**src/rtl/cache_controller.sv**
```systemverilog
// 4-way, 4-set write-back/write-allocate cache controller with MRU-bit replacement.
// One outstanding CPU request; misses go through optional writeback, then a fill.
module cache_controller (
   input  logic       clock,
   input  logic       reset,
   input  logic       cpu_req_valid,
   output logic       cpu_req_ready,
   input  logic       cpu_write,
   input  logic [1:0] cpu_set,
   input  logic [2:0] cpu_tag,
   input  logic [2:0] cpu_wdata,
   output logic       cpu_resp_valid,
   output logic       cpu_hit,
   output logic [2:0] cpu_rdata,
   output logic       mem_req_valid,
   input  logic       mem_req_ready,
   output logic       mem_write,
   output logic [4:0] mem_addr,
   output logic [2:0] mem_wdata,
   input  logic       mem_resp_valid,
   input  logic [2:0] mem_rdata
);

   localparam int WAYS = 4;
   localparam int SETS = 4;

   typedef enum logic [2:0] {
      IDLE, LOOKUP, WB_REQ, WB_WAIT, FILL_REQ, FILL_WAIT, RESP
   } state_t;

   state_t state_reg, state_next;

   logic       req_write_reg;
   logic [1:0] req_set_reg;
   logic [2:0] req_tag_reg;
   logic [2:0] req_wdata_reg;
   logic       hit_reg;
   logic [1:0] way_reg;

   logic       valid_reg [WAYS][SETS];
   logic       mru_reg   [WAYS][SETS];
   logic       dirty_reg [WAYS][SETS];
   logic [2:0] tag_reg   [WAYS][SETS];
   logic [2:0] data_reg  [WAYS][SETS];

   logic [3:0] way_valid, way_match, way_mru, way_dirty;
   logic       hit_any, victim_dirty, victim_found;
   logic [1:0] hit_way, victim_way;
   logic [3:0] mru_set, mru_upd;

   // Per-way view of the requested set, used for tag compare and victim choice.
   genvar gi;
   generate
      for (gi = 0; gi < WAYS; gi++) begin : g_way
         assign way_valid[gi] = valid_reg[gi][req_set_reg];
         assign way_mru[gi]   = mru_reg[gi][req_set_reg];
         assign way_dirty[gi] = dirty_reg[gi][req_set_reg];
         assign way_match[gi] = valid_reg[gi][req_set_reg] &&
                                (tag_reg[gi][req_set_reg] == req_tag_reg);
      end
   endgenerate

   always_comb begin
      hit_any      = |way_match;
      hit_way      = 2'd0;
      victim_way   = 2'd0;
      victim_found = 1'b0;
      for (int i = WAYS - 1; i >= 0; i--) begin
         if (way_match[i]) hit_way = 2'(i);
      end
      // Invalid ways take precedence over the MRU-clear candidates.
      for (int i = 0; i < WAYS; i++) begin
         if (!victim_found && !way_valid[i]) begin
            victim_way   = 2'(i);
            victim_found = 1'b1;
         end
      end
      for (int i = 0; i < WAYS; i++) begin
         if (!victim_found && !way_mru[i]) begin
            victim_way   = 2'(i);
            victim_found = 1'b1;
         end
      end
      victim_dirty = way_valid[victim_way] && way_dirty[victim_way];
   end

   // Once every way of a set is marked, only the latest access keeps its bit.
   always_comb begin
      mru_set = way_mru | (4'b0001 << way_reg);
      mru_upd = (&mru_set) ? (4'b0001 << way_reg) : mru_set;
   end

   always_comb begin
      state_next = state_reg;
      case (state_reg)
         IDLE:      if (cpu_req_valid) state_next = LOOKUP;
         LOOKUP: begin
            if (hit_any)           state_next = RESP;
            else if (victim_dirty) state_next = WB_REQ;
            else                   state_next = FILL_REQ;
         end
         WB_REQ:    if (mem_req_ready)  state_next = WB_WAIT;
         WB_WAIT:   if (mem_resp_valid) state_next = FILL_REQ;
         FILL_REQ:  if (mem_req_ready)  state_next = FILL_WAIT;
         FILL_WAIT: if (mem_resp_valid) state_next = RESP;
         RESP:      state_next = IDLE;
         default:   state_next = IDLE;
      endcase
   end

   // Outputs are forced low while reset is asserted, even mid-transaction.
   always_comb begin
      cpu_req_ready  = 1'b0;
      cpu_resp_valid = 1'b0;
      cpu_hit        = 1'b0;
      cpu_rdata      = 3'd0;
      mem_req_valid  = 1'b0;
      mem_write      = 1'b0;
      mem_addr       = 5'd0;
      mem_wdata      = 3'd0;
      if (!reset) begin
         case (state_reg)
            IDLE: cpu_req_ready = 1'b1;
            WB_REQ: begin
               mem_req_valid = 1'b1;
               mem_write     = 1'b1;
               mem_addr      = {tag_reg[way_reg][req_set_reg], req_set_reg};
               mem_wdata     = data_reg[way_reg][req_set_reg];
            end
            FILL_REQ: begin
               mem_req_valid = 1'b1;
               mem_addr      = {req_tag_reg, req_set_reg};
            end
            RESP: begin
               cpu_resp_valid = 1'b1;
               cpu_hit        = hit_reg;
               cpu_rdata      = req_write_reg ? req_wdata_reg
                                              : data_reg[way_reg][req_set_reg];
            end
            default: ;
         endcase
      end
   end

   always_ff @(posedge clock) begin
      if (reset) begin
         state_reg     <= IDLE;
         req_write_reg <= 1'b0;
         req_set_reg   <= 2'd0;
         req_tag_reg   <= 3'd0;
         req_wdata_reg <= 3'd0;
         hit_reg       <= 1'b0;
         way_reg       <= 2'd0;
         for (int w = 0; w < WAYS; w++) begin
            for (int s = 0; s < SETS; s++) begin
               valid_reg[w][s] <= 1'b0;
               mru_reg[w][s]   <= 1'b0;
               dirty_reg[w][s] <= 1'b0;
               tag_reg[w][s]   <= 3'd0;
               data_reg[w][s]  <= 3'd0;
            end
         end
      end else begin
         state_reg <= state_next;
         if (state_reg == IDLE && cpu_req_valid) begin
            req_write_reg <= cpu_write;
            req_set_reg   <= cpu_set;
            req_tag_reg   <= cpu_tag;
            req_wdata_reg <= cpu_wdata;
         end
         if (state_reg == LOOKUP) begin
            hit_reg <= hit_any;
            way_reg <= hit_any ? hit_way : victim_way;
         end
         if (state_reg == FILL_WAIT && mem_resp_valid) begin
            valid_reg[way_reg][req_set_reg] <= 1'b1;
            dirty_reg[way_reg][req_set_reg] <= 1'b0;
            tag_reg[way_reg][req_set_reg]   <= req_tag_reg;
            data_reg[way_reg][req_set_reg]  <= mem_rdata;
         end
         if (state_reg == RESP) begin
            for (int w = 0; w < WAYS; w++) begin
               mru_reg[w][req_set_reg] <= mru_upd[w];
            end
            if (req_write_reg) begin
               data_reg[way_reg][req_set_reg]  <= req_wdata_reg;
               dirty_reg[way_reg][req_set_reg] <= 1'b1;
            end
         end
      end
   end

endmodule

```
**config.mk**
```make
export PLATFORM = sky130hd
export DESIGN_NAME = cache_controller
export DESIGN_NICKNAME = d
export VERILOG_FILES = /design/src/rtl/cache_controller.sv
export SDC_FILE = /design/constraint.sdc
export NUM_CORES = 1
export LEC_CHECK = 0
export ABC_AREA = 1
export ABC_CLOCK_PERIOD_IN_PS = 4400
export CORE_MARGIN = 1.5
export CORE_UTILIZATION = 30
export DETAILED_ROUTE_END_ITERATION = 7
export GPL_TIMING_DRIVEN = 0
export PLACE_DENSITY = 0.5
export SLEW_MARGIN = 20
export SYNTH_ARGS = -nofsm -noshare
export SYNTH_HDL_FRONTEND = slang
export SYNTH_SLANG_ARGS = --single-unit
export TNS_END_PERCENT = 50
```
**constraint.sdc**
```tcl
create_clock -name clock -period 4.4 [get_ports clock]
set_input_delay 0.66 -clock clock [delete_from_list [all_inputs] [get_ports clock]]
set_output_delay 0.66 -clock clock [all_outputs]
set_load 0.005 [all_outputs]
```
==> flow_metrics.env, run 1 <==
export IMPL_status="finished clean"
export IMPL_grt_first_pass_wirelength_um=44190
export IMPL_setup_viol=0
export IMPL_slew_viol_final=0
export IMPL_synth_edf_count=121
export IMPL_syn_num_nets=1056
export IMPL_fmax_ghz=0.2484
export IMPL_irDropWorstVdd_v=0.0002244
export IMPL_wl_um=29550
export IMPL_synth_area_leaders="edfxtp_1 (43%), nand2_1 (13%), dfxtp_1 (9.5%)"
export IMPL_leakage_nw=4.059
export IMPL_ys_ff_latch=161
export IMPL_grt_max_degree=17
export IMPL_grt_usage_pct=21.13
export IMPL_cts_sinks=161
export IMPL_yosysTopAreaCell="edfxtp_1"
export IMPL_cts_tree="done"
export IMPL_worst_pin_slew_ps=1207
export IMPL_drt_pass1_iter_count=5
export IMPL_rsz0062_at_grt="false"
export IMPL_root_buffer="clkbuf_16"
export IMPL_cts_resized=0
export IMPL_slew_headroom_pct=19.26
export IMPL_endpoint_kind="primary output"
export IMPL_powerDensity_nw_per_um2=517.1
export IMPL_grt_pass1_vias=7214
export IMPL_syn_area_um2=8392
export IMPL_crit_type="flip-flop to primary output"
export IMPL_post_drt_wl_per_cell_um=19.96
export IMPL_timing_final_hold_violations=0
export IMPL_grt_overflow=0
export IMPL_core_rowCount=61
export IMPL_synthArstFlopShare_pct=0
export IMPL_cts_made_buffers=17
export IMPL_htree_levels=4
export IMPL_dieArea_um2=28990
export IMPL_arrival_ps=3370
export IMPL_core_area_um2=27630
export IMPL_total_power_mw=5.033
export IMPL_antenna_found_initial=0
export IMPL_clk_latency_ps=440
export IMPL_die_h_um=170.3
export IMPL_post_dp_cell_area_um2=9175
export IMPL_holdWs_ps=456.3
export IMPL_clockBufferDepth=2
export IMPL_synth_common_cells="nand2_1 (295), nor2_1 (195), edfxtp_1 (121), o21ai_0 (91), inv_1 (77)"
export IMPL_holdBufCountCts=0
export IMPL_vias=7386
export IMPL_yosysWarnings=0
export IMPL_design_area_um2=9732
export IMPL_worstSetupStartpointType="flip-flop"
export IMPL_gp_congestion=0.9422
export IMPL_ant_nets=0
export IMPL_fin_skew_ps=13.84
export IMPL_area_growth_pct=15.97
export IMPL_drc=0
export IMPL_finalWorstSetupSlack_ps=374.5
export IMPL_maxCapViolCount=0
export IMPL_synth_flop_cell="edfxtp_1"
export IMPL_post_dp_hpwl_um=21640
export IMPL_yosysUniqueCellTypes=40
export IMPL_path_clk_slew_ps=70
export IMPL_post_route_min_period_ps=4025
export IMPL_io_pins=33
export IMPL_viasPerCell=4.991
export IMPL_n_antenna_cell=0
export IMPL_synthCells=1039
export IMPL_synth_most_common_cell="nand2_1"
export IMPL_cp_data_required_time_ps=3740
export IMPL_post_cts_buffers=0
export IMPL_dp_slack_ps=861.2
export IMPL_drive_gt1_share_pct=8.711
export IMPL_nets=1106
export IMPL_avgSynthCellArea_um2=8.077
export IMPL_fillers=2966
export IMPL_synth_top_area_share_pct=43.30
export IMPL_path_max_fanout=10
export IMPL_initialDrtViolationCount=777
export IMPL_ys_seq_area_share_pct=52.84
export IMPL_fin_setup_tns_ps=0
export IMPL_min_period_over_period_pct=91.49
export IMPL_io_buffers=31
export IMPL_start_util_pct=30.37
export IMPL_die_width_um=170.3
export IMPL_holdCritPathClass="flip-flop to flip-flop"
[report_power, final]
| group | total, mW | switching [mW] | internal [mW] | leakage [nW] |
|---|---|---|---|---|
| Sequential | 1.80 | 0.0805 | 1.72 | 1.57 |
| Combinational | 1.77 | 1.29 | 0.480 | 2.20 |
| Clock | 1.46 | 0.698 | 0.758 | 0.281 |
[critical path, stage by stage (launching register included)]
cell and delay [ps]:
dfxtp_1 450, clkbuf_1 570, clkbuf_1 560, nor2_1 130
o22ai_1 290, a221oi_1 220, a21oi_1 180, clkdlybuf4s50_1 520
[layout make-up]
class | count | area, um^2 | share of cell area, %
Tap cell | 378 | 473.0 | 4.860
Timing Repair Buffer | 31 | 310.3 | 3.188
Multi-Input combinational cell | 745 | 3373 | 34.66
Clock buffer | 18 | 439.2 | 4.513
Buffer | 47 | 251.5 | 2.584
Sequential cell | 161 | 4434 | 45.56
Clock inverter | 14 | 117.6 | 1.209
Inverter | 86 | 332.8 | 3.420
[cell families (layout without fill, tap and decap cells)]
kind of cell / after synthesis / after routing / synth area share, %
flops: 161 / 161 / 52.84
buf+inv: 133 / 196 / 6.963
compound gates: 194 / 194 / 13.33
simple gates: 551 / 551 / 26.87
[worst paths after layout]
kind                   start               to  slack [ps]  depth (start not counted)
max                flip-flop     cpu_rdata[2]         370                          7
min          valid_reg[1][3]  valid_reg[1][3]         460                          2
max reg2reg       way_reg[1]   data_reg[0][3]        1530                          4
min reg2reg  valid_reg[1][3]  valid_reg[1][3]         460                          2
[layer usage]
layer	track usage, %	vias up	routed length [um]
met4	9.735	0	1123
met1	28.34	3507	13130
met3	3.349	62	1990
met5	0	-	0
met2	33.45	294	13310
li1	-	3523	-
[cell usage in the layout (no fill, tap or decap), types with 7 or more instances in the layout]
cell type	instances
nand2_1	295
nor2_1	195
edfxtp_1	121
o21ai_0	91
inv_1	77
dfxtp_1	40
a21oi_1	37
clkdlybuf4s50_1	31
o22ai_1	29
nand3_1	28
clkbuf_1	26
clkbuf_16	17
o21ai_1	10
inv_6	9
buf_6	7
o21ai_2	7
[stage by stage]
step	utilization (%)	cells
finish	35.22	1480
global route	35.22	1480
CTS	35.22	1480
detailed placement	33.21	1448
global placement	33.21	1448
floorplan	-	1039
Power figures use the tool's default switching activity.
==> run 2, diff against run 1 <==
DONT_BUFFER_PORTS = 1   (was not set)
PLACE_DENSITY = 0.49   (was 0.5)
==> run 2 against run 1 <==
Against the previous run:
- final cell count fell by 2.1%
- power rose by 2.7%
- setup slack improved by 500 ps
- combinational power barely moved
- design area fell by 2.4%
- clock skew fell by 3.2 ps
- die area did not move
- count of clock-buffer cells in the layout rose by 4
- critical path type unchanged
- critical endpoint unchanged
- largest cell class unchanged
- largest power group unchanged
==> flow_metrics.env, run 2 (synthesis results as in run 1) <==
export IMPL_die_width_um=170.3
export IMPL_initialDrtViolationCount=875
export IMPL_rsz0062_at_grt="false"
export IMPL_fillers=3004
export IMPL_final_cell_mix="nand2_1 (295), nor2_1 (195), edfxtp_1 (121)"
export IMPL_wl_um=29800
export IMPL_grt_max_degree=17
export IMPL_min_period_over_period_pct=80.20
export IMPL_crit_type="flip-flop to primary output"
export IMPL_post_cts_buffers=0
export IMPL_post_dp_hpwl_um=21890
export IMPL_grt_overflow=0
export IMPL_r2r_setup_slack_ps=1440
export IMPL_worstSetupStartpointType="flip-flop"
export IMPL_arrival_ps=2870
export IMPL_cts_sinks=161
export IMPL_io_buffers=0
export IMPL_path_max_fanout=10
export IMPL_clk_latency_ps=440
export IMPL_grt_usage_pct=21.10
export IMPL_worstHoldPathCells=2
export IMPL_maxCapViolCount=0
export IMPL_drc=0
export IMPL_dieArea_um2=28990
export IMPL_io_pins=33
export IMPL_cp_data_required_time_ps=3740
export IMPL_slew_headroom_pct=19.50
export IMPL_holdCritPathClass="primary input to flip-flop"
export IMPL_root_buffer="clkbuf_16"
export IMPL_timing_final_hold_violations=0
export IMPL_r2r_start="way_reg[1]"
export IMPL_nets=1075
export IMPL_holdBufCountCts=0
export IMPL_setup_viol=0
export IMPL_status="finished clean"
export IMPL_core_area_um2=27630
export IMPL_powerDensity_nw_per_um2=544.2
export IMPL_cts_tree="done"
export IMPL_die_h_um=170.3
export IMPL_hold_start="cpu_wdata[1]"
export IMPL_fin_setup_tns_ps=0
export IMPL_viasPerCell=5.057
export IMPL_final_common_cell="nand2_1"
export IMPL_gp_congestion=0.9107
export IMPL_vias=7328
export IMPL_holdWs_ps=418.6
export IMPL_post_route_min_period_ps=3529
export IMPL_reg2reg_to="dirty_reg[0][1]"
export IMPL_clockBufferDepth=2
export IMPL_fmax_ghz=0.2834
export IMPL_core_rowCount=61
export IMPL_htree_levels=4
export IMPL_grt_pass1_vias=6929
export IMPL_worst_pin_slew_ps=1203
export IMPL_cts_resized=0
export IMPL_leakage_nw=3.975
export IMPL_endpoint_kind="primary output"
export IMPL_cts_made_buffers=17
export IMPL_whs_endpoint="req_wdata_reg[1]"
export IMPL_start_util_pct=30.37
export IMPL_post_drt_wl_per_cell_um=20.56
export IMPL_area_growth_pct=13.17
export IMPL_n_antenna_cell=0
export IMPL_grt_first_pass_wirelength_um=43640
export IMPL_irDropWorstVdd_v=0.0002822
export IMPL_path_clk_slew_ps=70
export IMPL_drt_pass1_iter_count=8
export IMPL_antenna_found_initial=0
export IMPL_fin_skew_ps=10.65
export IMPL_drive_gt1_share_pct=8.777
export IMPL_r2r_cells=4
export IMPL_slew_viol_final=0
export IMPL_ant_nets=0
## run 2: layout make-up
type                    count  area, um^2  share of cell area, %
clock buffers              22       485.5                  5.112
flip-flops and latches    161        4434                  46.69
clock inverters            10       146.4                  1.541
inverters                  86       332.8                  3.505
multi-input cells         745        3373                  35.52
plain buffers              47       251.5                  2.648
well taps                 378       473.0                  4.980
## run 2: worst max-delay path by stage
stage,from,endpoint,slack (ps),cells after the start
after floorplan,reset,data_reg[3][3],2220,9
after global placement,reset,dirty_reg[3][0],1320,5
after detailed placement,reset,data_reg[3][5],1330,9
after CTS,flip-flop,cpu_rdata[0],920,6
after global routing,flip-flop,cpu_rdata[2],720,6
final,flip-flop,cpu_rdata[2],870,6
## run 2: critical path, stage by stage (launching register included)
cell and delay, ps:
dfxtp_1 480, clkbuf_1 580, clkbuf_1 580, nor2_1 110, o22ai_1 270, a221oi_1 200
a21oi_1 200
## run 2: per-stage QoR
stage / power [mW] / setup slack (ps) / utilization, % / cell area (um^2) / instances
4_1_cts: 5.139 / 921.1 / 34.37 / 9497 / 1449
5_1_grt: 5.374 / 722.3 / 34.37 / 9497 / 1449
6_report: 5.168 / 871.1 / 34.37 / 9497 / 1449
3_3_place_gp: 3.546 / 1321 / 32.09 / 8865 / 1417
3_5_place_dp: 3.544 / 1326 / 32.09 / 8865 / 1417
2_1_floorplan: 2.909 / 2218 / - / 8392 / 1039
## run 2: routing by layer
metal / vias up / part of all wire, % / track usage [%]
met3: 48 / 7.2 / 3.488
met2: 321 / 46 / 34.27
met1: 3484 / 44 / 28.48
met4: 0 / 2.5 / 7.080
met5: - / 0 / 0
li1: 3475 / - / -
## run 2: where the power goes
part,switching (mW),total (mW),leakage (nW),internal (mW)
logic,1.31,1.75,2.09,0.442
registers,0.0805,1.81,1.57,1.72
clock network,0.648,1.61,0.311,0.964
==> run 3, diff against run 2 <==
ABC_CLOCK_PERIOD_IN_PS = 3600   (was 4400)
clock period = 3.6 ns   (was 4.4 ns; I/O delays follow)
==> results of run 3 <==
The final DEF is identical to that of run 2. Status: finished clean.
Main changes from that run: setup slack after placement 1326 ps -> 646.5 ps; setup slack after layout 871.1 ps -> 191.1 ps; hold slack 418.6 ps -> 298.6 ps; register-to-register setup slack 1440 ps -> 640 ps; total power 5.168 mW -> 6.316 mW; worst IR drop on VDD 0.0002822 V -> 0.0003450 V
